<file path="config.mk">
export PLATFORM = sky130hd
export DESIGN_NAME = graytobinary_tracker
export DESIGN_NICKNAME = d
export VERILOG_FILES = /design/src/rtl/graytobinary_tracker.sv
export SDC_FILE = /design/constraint.sdc
export NUM_CORES = 1
export LEC_CHECK = 0
export ABC_CLOCK_PERIOD_IN_PS = 2500
export BUFFER_PORTS_ARGS = -buffer_cell sky130_fd_sc_hd__buf_2
export CORE_ASPECT_RATIO = 1.2
export CORE_MARGIN = 1.5
export CORE_UTILIZATION = 46
export CTS_CLUSTER_DIAMETER = 120
export DETAILED_ROUTE_END_ITERATION = 7
export HOLD_SLACK_MARGIN = 0.12
export PLACE_DENSITY = 0.68
export SLEW_MARGIN = 40
export SYNTH_ARGS = -nofsm -noshare
export SYNTH_HDL_FRONTEND = slang
export SYNTH_SLANG_ARGS = --single-unit
</file>
<file path="constraint.sdc">
create_clock -name clk -period 2.5 [get_ports clk]
set_input_delay 0 -clock clk [delete_from_list [all_inputs] [get_ports clk]]
set_output_delay 0 -clock clk [all_outputs]
set_load 0.005 [all_outputs]
</file>
<file path="src/rtl/graytobinary_tracker.sv">
// rtl/graytobinary_tracker.sv - synchronised Gray-to-binary decoder with up/down/illegal step classification
module graytobinary_tracker #(
    parameter int WIDTH       = 4,
    parameter int SYNC_STAGES = 2
) (
    input  logic             clk,
    input  logic             rst,
    input  logic [WIDTH-1:0] g_in,
    input  logic             en,
    output logic [WIDTH-1:0] b_out,
    output logic             out_valid,
    output logic             step_up,
    output logic             step_dn,
    output logic             err,
    output logic [7:0]       err_count
);

    logic [WIDTH-1:0] sync_q [SYNC_STAGES];
    logic [WIDTH-1:0] sync_d [SYNC_STAGES];
    logic [WIDTH-1:0] b_out_q, b_out_d;
    logic [WIDTH-1:0] b_prev_q, b_prev_d;
    logic             primed_q, primed_d;
    logic             cmp_pend_q, cmp_pend_d;
    logic             step_up_q, step_up_d;
    logic             step_dn_q, step_dn_d;
    logic             err_q, err_d;
    logic [7:0]       err_count_q, err_count_d;
    logic [WIDTH-1:0] gs_bin;
    logic [WIDTH-1:0] delta;

    always_comb begin
        sync_d[0] = g_in;
        for (int i = 1; i < SYNC_STAGES; i++) begin
            sync_d[i] = sync_q[i-1];
        end
    end

    always_comb begin
        gs_bin[WIDTH-1] = sync_q[SYNC_STAGES-1][WIDTH-1];
        for (int i = WIDTH - 2; i >= 0; i--) begin
            gs_bin[i] = gs_bin[i+1] ^ sync_q[SYNC_STAGES-1][i];
        end
    end

    assign delta = b_out_q - b_prev_q;

    always_comb begin
        b_out_d     = b_out_q;
        b_prev_d    = b_prev_q;
        primed_d    = 1'b0;
        cmp_pend_d  = 1'b0;
        step_up_d   = 1'b0;
        step_dn_d   = 1'b0;
        err_d       = 1'b0;
        err_count_d = err_count_q;
        if (en) begin
            b_prev_d   = b_out_q;
            b_out_d    = gs_bin;
            primed_d   = 1'b1;
            // only a decode that follows an earlier primed decode is compared
            cmp_pend_d = primed_q;
            if (cmp_pend_q) begin
                if (delta == WIDTH'(1)) begin
                    step_up_d = 1'b1;
                end else if (delta == {WIDTH{1'b1}}) begin
                    step_dn_d = 1'b1;
                end else if (delta != '0) begin
                    err_d = 1'b1;
                    if (err_count_q != 8'hFF) begin
                        err_count_d = err_count_q + 8'd1;
                    end
                end
            end
        end
    end

    always_ff @(posedge clk) begin
        if (rst) begin
            for (int i = 0; i < SYNC_STAGES; i++) begin
                sync_q[i] <= '0;
            end
            b_out_q     <= '0;
            b_prev_q    <= '0;
            primed_q    <= 1'b0;
            cmp_pend_q  <= 1'b0;
            step_up_q   <= 1'b0;
            step_dn_q   <= 1'b0;
            err_q       <= 1'b0;
            err_count_q <= '0;
        end else begin
            for (int i = 0; i < SYNC_STAGES; i++) begin
                sync_q[i] <= sync_d[i];
            end
            b_out_q     <= b_out_d;
            b_prev_q    <= b_prev_d;
            primed_q    <= primed_d;
            cmp_pend_q  <= cmp_pend_d;
            step_up_q   <= step_up_d;
            step_dn_q   <= step_dn_d;
            err_q       <= err_d;
            err_count_q <= err_count_d;
        end
    end

    assign b_out     = b_out_q;
    assign out_valid = primed_q;
    assign step_up   = step_up_q;
    assign step_dn   = step_dn_q;
    assign err       = err_q;
    assign err_count = err_count_q;

endmodule

</file>
-- Word-level counts from Yosys, hierarchy flattened
Memories as Yosys holds them, arrays and structs flattened.
Cells that the tools add are included.
- bits in registers: 21
- latch bits: 0
- bits in writable memories: 8
- bits in read-only memories: 0
- bits of input ports: 7
- output and inout bits: 16
- word-level logic and storage cells: 38
- memories kept: 1
- memories (name ; depth ; bits a word ; rd ports ; clocked after memory_dff ; write ports ; RTL line ; text):
    sync_q ; 2 ; 4 ; 2 ; 0 ; 2 ; 18 ; logic [WIDTH-1:0] sync_q [SYNC_STAGES];
- $add $sub $neg: 2
- $mul: 0
- div/mod/pow operators: 0
- order comparisons: 0
- eq/ne operators: 3
- shifts and indexed selects: 0
- muxes and demuxes: 9
- bitwise gates (word level): 9
- reductions and logical operators: 6
- operator list (kind ; number):
    $add A8 B1 Y8 const B ; 1
    $mux W4 ; 2
    $ne A8 B8 Y1 const B ; 1
    $mux W1 ; 7
    $reduce_and A6 Y1 ; 1
    $reduce_or A5 Y1 ; 1
    $eq A4 B1 Y1 const B ; 1
    $eq A4 B4 Y1 const B ; 1
    $not A1 Y1 ; 4
    $reduce_bool A4 Y1 ; 1
    $reduce_or A4 Y1 ; 1
    $sub A4 B4 Y4 ; 1
    $reduce_or A3 Y1 ; 1
    $xor A1 B1 Y1 ; 3
    $or A1 B1 Y1 ; 2
    $reduce_or A2 Y1 ; 1

-- Longest topological paths before layout
Gate-level depths: netlist of the first run.
- word-level depth: 4
- depth in mapped cells: 9
- depth with buffers taken out: 8

-- Worst setup path before layout of the first run
No wires, ideal clock.
- path kind: reg2reg
- start point: reg b_out_q[0], in the netlist b_out[0]
- end point: reg err_count_q[2], in the netlist err_count[2]
- library setup time: 121 ps
- data arrival time: 2194 ps
- data required time: 2379 ps
- slack: 185 ps
- cell stages (with the launch flop): 10
- buffers on the path: 1
- period minus slack after synthesis: 2315 ps
- cell sequence: dfxtp_1 > inv_1 > ha_1 > fa_1 > xor2_1 > nor3_1 > and3_4 > buf_6 > nor4b_1 > mux2_2
- cells in the longest elaborated chain, start to end: 4
- elaborated cells between the ends (all ways): 7
- classes of those cells: 1 x add/sub; 2 x eq/ne; 2 x bitwise; 2 x reduce/logical
- RTL lines (element ; RTL line ; text):
    start, declared ; 20 ; logic [WIDTH-1:0] b_out_q, b_out_d;
    start signal, assigned ; 94 ; b_out_q <= b_out_d;
    $sub A4 B4 Y4 * ; 45 ; assign delta = b_out_q - b_prev_q;
    $eq A4 B4 Y1 / $eq A4 B1 Y1 (equally long branches) ; 65, 63 ;
    $not A1 Y1 (no source line) ; - ;
    $reduce_and A6 Y1 (no source line) * ; - ;
    end signal, assigned ; 101 ; err_count_q <= err_count_d;
    end, declared ; 27 ; logic [7:0] err_count_q, err_count_d;
Mark *: on every way between the ends. The rest lies on a longest branch, timed or not.
A chain may end at the register's enable or synchronous reset.

-- Worst setup path in the final report of the first run
Same ends and word-level chain as after synthesis.

==> metrics, run 1 <==
YS warnings=0; initial core utilization=49.0%; synth unique cells=34; LEAKAGE=0.653 nW; most frequent cells in the layout=29 x dfxtp_1, 22 x buf_2, 15 x nor2b_1, 15 x nor2_1, 7 x mux2i_1; Slew Limit Fails=0; die area=0.00307 mm2; critical path class=reg -> reg; share of layout cells above drive strength 1=27.4%; core area=0.00258 mm2; Fmax=411 MHz; Post-DRT Antenna Nets=0; Mapped Avg Cell Area=9.95 um2; Area Growth Syn to Fin=20.4%; Clk pin slew, worst setup/hold paths=0.09 ns; PwrDens=556 mW/mm2; final setup fails=0; clk_lat worst skew=0.32 ns; Synth Net Count=139; num rows=20; I/O pin cnt=23; CP peak stage delay=0.43 ns; Die Width=50.8 um; Inserted Clock Buffers=5; FF-to-FF Start=b_out[0]$_SDFFE_PP0P_; Critical Path Start=b_out[0]$_SDFFE_PP0P_; vias per cell=5.03; part of the cycle the worst path needs=97.3%; worst hold start=rst; Setup crit end kind=flip-flop; antenna cells=0; Residual DRC=0; Global Route Usage Sum=16.3%; drt wl/cell=11.6 um; largest net degree at the start of global routing=33; CP required=2.72 ns; max cap viols=0; Layout fillers=238; slew margin rel.=65.8%; RSZ-0062 raised after global routing=true; nets=168; final hold vios=0; initial antenna violation count=0; clk buf depth=2; Mapped Cells=127; Pwr Total=0.846 mW; slowest stage cell on the critical path=fa_1; Clock Skews=0.0120 ns; Port Buffers=22; dpl hpwl=1510 um; Seq/Total Area, Yosys=45.9%; worst path cell trace=inv_1 -> ha_1 -> fa_1 -> xor2_2 -> nor3_1 -> and3_4 -> nor4b_1 -> mux2_2; Pre-Repair DR Iteration Count=4; Worst-Margin Slew=0.512 ns; first-pass GRT wire length=3610 um; Hold WC Path Type=in -> reg; setup TNS=0 ns; flops & latches, synth=29; Post-Syn Area=0.00126 mm2; CTS sink cnt=29; DRT iter0 DRCs=9; CTS tree=built; gr ovfl total=0; peak supply drop=422 uV; H-tree depth=2; CTS root buffer=clkbuf_4; CP max FO=9; status=finished clean; most common cell after layout, fill and taps aside=dfxtp_1; routed vias=955; Detailed Route WL=2200 um; Tmin final=2.43 ns; Die Ht=60.4 um; startpoint types=flip-flop; vias in the first global route=862; CP Data Arrival Time=2.65 ns; Placer Congestion=0.841
-- per-layer routing --
| layer | part of all wire [%] | wire [um] | track usage [%] |
|---|---|---|---|
| met5 | 0 | 0 | 0 |
| met4 | 3.0 | 66 | 10.0 |
| met3 | 4.8 | 105 | 6.90 |
| met2 | 47 | 1030 | 26.3 |
| met1 | 45 | 999 | 18.0 |
-- through the flow --
| step | cells | cell area, um2 | utilization, % | hold WS, ns | setup slack [ns] |
|---|---|---|---|---|---|
| after floorplan | 127 | 1260 | - | 0.0903 | 0.185 |
| after global placement | 177 | 1390 | 53.9 | 0.208 | 0.144 |
| after detailed placement | 177 | 1390 | 53.9 | 0.215 | 0.0873 |
| after CTS | 190 | 1490 | 57.8 | 0.122 | 0.0534 |
| after global routing | 190 | 1520 | 59.0 | 0.128 | -0.0536 |
| final | 190 | 1520 | 59.0 | 0.127 | 0.0682 |
-- area by class of cell --
cell class | count | area, um2 | share of cell area [%]
clock buffers | 6 | 41.3 | 2.71
multi-input cells | 89 | 673 | 44.2
repair buffers | 27 | 160 | 10.5
flip-flops and latches | 29 | 581 | 38.2
well taps | 33 | 41.3 | 2.71
clock inverters | 2 | 10.0 | 0.658
inverters | 4 | 15.0 | 0.987
-- registers in the layout, indices dropped and copies added, names as in the netlist --
register and flops:
b_out 4, step_up 1, b_prev_q 4, cmp_pend_q 1
sync_q 8, err_count 8, err 1, step_dn 1
out_valid 1
-- cell usage after synthesis --
library cell	n	area share, %
mux2_2	6	5.3
o21ai_0	1	0.40
and3_4	1	0.89
buf_6	1	0.89
a211oi_1	2	1.2
nand3_1	3	1.2
nor2b_1	15	7.4
dfxtp_1	29	46
xnor2_1	4	2.8
ha_1	4	4.0
and3b_1	1	0.69
a21oi_2	1	0.69
inv_1	4	1.2
clkbuf_1	4	1.2
xor2_1	1	0.69
fa_1	1	1.6
nand4_1	1	0.50
nor4_1	5	2.5
nor4b_1	1	0.69
nand2_1	4	1.2
or4b_1	1	0.79
a21oi_1	1	0.40
or3_4	1	0.89
nor3_1	3	1.2
nand2b_1	2	0.99
o41ai_1	1	0.69
mux2i_1	7	5.5
a21o_1	1	0.59
and2_1	1	0.50
nor2_1	15	4.5
and4_1	1	0.69
nor3b_1	1	0.59
and3_1	2	0.99
a41o_1	1	0.79
-- power breakdown --
part	switching [mW]	internal [mW]
combinational	0.0582	0.0440
sequential	0.00871	0.475
clock	0.153	0.107
total	0.220	0.626
-- timing repair --
item                                   in CTS  in global routing
setup endpoints to repair                   0                  6
setup buffers                               0                  0
hold buffers                                5                  0
endpoints found under the hold margin      10                  0
resized for setup                           0                  5
-- worst paths after layout --
kind	cells after the start	slack (ns)	endpoint
worst max-delay path	8	0.07	err_count[2]$_SDFFE_PP0P_
worst min-delay path	2	0.13	b_prev_q[1]$_SDFFE_PP0P_
worst max register to register	8	0.07	err_count[2]$_SDFFE_PP0P_
worst min register to register	1	0.43	sync_q[0][4]$_SDFF_PP0_
-- worst max-delay path, delay by kind of cell, from the launching register on --
kind	cells	cell delay, ns
adder cells (fa/ha/maj)	2	0.65
AND/OR/NAND/NOR	3	0.61
flip-flops	1	0.38
multiplexers	1	0.37
XOR/XNOR	1	0.25
buffers and inverters	1	0.06
-- cell families (layout without fill, tap and decap cells) --
| logic type | Yosys count | in the layout | share of synthesized area (%) |
|---|---|---|---|
| flip-flops | 29 | 29 | 45.9 |
| buffers and inverters | 9 | 39 | 3.27 |
| adder cells (fa/ha/maj) | 5 | 5 | 5.54 |
| XOR/XNOR | 5 | 5 | 3.47 |
| AND/OR/NAND/NOR | 58 | 58 | 26.1 |
| AO/OA/AOI/OAI | 8 | 8 | 4.75 |
| multiplexers | 13 | 13 | 10.9 |
Power figures use the tool's default switching activity.
==> run 2: changes to the inputs <==
--- a/config.mk
+++ b/config.mk
@@ -7,13 +7,16 @@
 export LEC_CHECK = 0
 export ABC_CLOCK_PERIOD_IN_PS = 2500
 export BUFFER_PORTS_ARGS = -buffer_cell sky130_fd_sc_hd__buf_2
+export CELL_PAD_IN_SITES_DETAIL_PLACEMENT = 1
+export CELL_PAD_IN_SITES_GLOBAL_PLACEMENT = 1
 export CORE_ASPECT_RATIO = 1.2
 export CORE_MARGIN = 1.5
-export CORE_UTILIZATION = 46
+export CORE_UTILIZATION = 41
 export CTS_CLUSTER_DIAMETER = 120
 export DETAILED_ROUTE_END_ITERATION = 7
 export HOLD_SLACK_MARGIN = 0.12
-export PLACE_DENSITY = 0.68
+export MAX_ROUTING_LAYER = met4
+export PLACE_DENSITY_LB_ADDON = 0.1
 export SLEW_MARGIN = 40
 export SYNTH_ARGS = -nofsm -noshare
 export SYNTH_HDL_FRONTEND = slang
==> run 2 against run 1 <==
Against the previous run:
- largest power group unchanged
- sequential power about the same
- highest routed layer unchanged
- design area fell by 0.90%
- clock power is 6% higher
- critical path depth stayed put
- sequential share of layout area increased by 0.35 points
==> metrics, run 2 (synthesis gave the netlist of run 1 again) <==
r2r endpoint=err_count[5]$_SDFFE_PP0P_; Detailed Route WL=2490 um; Clock Skews=0.00625 ns; Reg2Reg Depth=8; Post-DP Area=0.00139 mm2; Area Growth Syn to Fin=19.3%; startpoint types=flip-flop; final core utilization=52.6%; final setup fails=0; Pwr Total=0.859 mW; crit path to=err_count[5]$_SDFFE_PP0P_; DRT iter0 DRCs=11; CTS sink cnt=29; Post-Layout Inst Area=0.00151 mm2; Tmin final=2.39 ns; Placed Instances=178; CP required=2.73 ns; Port Buffers=22; gr ovfl total=0; drt wl/cell=13.0 um; Residual DRC=0; max cap viols=0; final hold vios=0; num rows=21; final std cells w/o fill=191; CP Data Arrival Time=2.62 ns; Global Route Usage Sum=17.5%; core area=0.00286 mm2; CTS tree=built; I/O pin cnt=23; vias per cell=5.15; Setup crit end kind=flip-flop; initial antenna violation count=0; routed vias=984; FF-to-FF Start=b_out[0]$_SDFFE_PP0P_; Fmax=418 MHz; die area=0.00343 mm2; nets=168; Worst-Margin Slew=0.559 ns; first-pass GRT wire length=4220 um; most frequent cells in the layout=29 x dfxtp_1, 22 x buf_2, 15 x nor2b_1, 15 x nor2_1, 7 x mux2i_1; peak supply drop=388 uV; Placer Congestion=0.727; CTS root buffer=clkbuf_4; dpl hpwl=1760 um; critical path class=reg -> reg; slew margin rel.=62.7%; Hold WC Path Type=in -> reg; Final WS setup=0.109 ns; Clk pin slew, worst setup/hold paths=0.10 ns; part of the cycle the worst path needs=95.6%; antenna cells=0; initial core utilization=44.1%; Inserted Clock Buffers=5; PwrDens=570 mW/mm2; worst slack, placed=0.0736 ns; Post-CTS Setup Inserts=0; LEAKAGE=0.651 nW; largest net degree at the start of global routing=33; clk buf depth=2; H-tree depth=2; RSZ-0062 raised after global routing=true; Die Width=53.7 um; CP max FO=9; register-to-register setup slack=0.11 ns; Die Ht=63.8 um; Slew Limit Fails=0; most common cell after layout, fill and taps aside=dfxtp_1; share of layout cells above drive strength 1=26.1%; Post-DRT Antenna Nets=0; Critical Path Start=b_out[0]$_SDFFE_PP0P_; vias in the first global route=988; clk_lat worst skew=0.33 ns; status=finished clean; Pre-Repair DR Iteration Count=4
-- run 2: cell count changes in the layout (fill, tap and decap cells not counted), sizes merged --
cell      delta
clkbuf       -1
clkinvlp     +1
-- run 2: worst max-delay path, stage by stage, from the launching register on --
cell	delay (ns)
dfxtp_1	0.38
inv_1	0.06
ha_1	0.22
fa_1	0.41
xor2_2	0.22
nor3_1	0.07
and3_4	0.22
nor4_1	0.35
mux2_2	0.37
-- run 2: power breakdown --
part / internal [mW] / switching, mW
combinational: 0.0441 / 0.0561
sequential: 0.475 / 0.00872
clock: 0.106 / 0.169
total: 0.625 / 0.234
-- run 2: cell type report --
cell class,instances,area [um2]
timing repair buffer,27,160
clock buffer,5,37.5
sequential,29,581
inverter,4,15.0
multi-input combinational,89,654
tap,34,42.5
fill,353,1360
clock inverter,3,17.5
-- run 2: worst min-delay path by stage --
stage	slack (ns)	from	depth (start not counted)	end
2_1_floorplan	0.09	rst	1	out_valid$_SDFF_PP0_
3_3_place_gp	0.21	g_in[3]	2	sync_q[0][3]$_SDFF_PP0_
3_5_place_dp	0.22	g_in[3]	2	sync_q[0][3]$_SDFF_PP0_
4_1_cts	0.14	rst	2	b_prev_q[0]$_SDFFE_PP0P_
5_1_grt	0.16	rst	2	b_prev_q[3]$_SDFFE_PP0P_
6_report	0.14	rst	2	b_prev_q[0]$_SDFFE_PP0P_
-- run 2: stage by stage --
step           setup TNS, ns  hold slack (ns)
2_1_floorplan              0           0.0903
3_3_place_gp               0            0.206
3_5_place_dp               0            0.217
4_1_cts                    0            0.142
5_1_grt              -0.0901            0.156
6_report                   0            0.137
-- run 2: per-layer routing --
metal	GRT usage, %	wire [um]	up-vias
met5	-	0	-
met1	19.3	1100	462
met2	27.3	1210	20
met4	9.62	68	0
met3	5.61	109	5
li1	-	-	497
-- run 2: what timing repair did --
action,CTS,global route
hold endpoints to repair,10,0
hold buffers,5,0
resized for setup,0,2
setup endpoints to repair,0,6
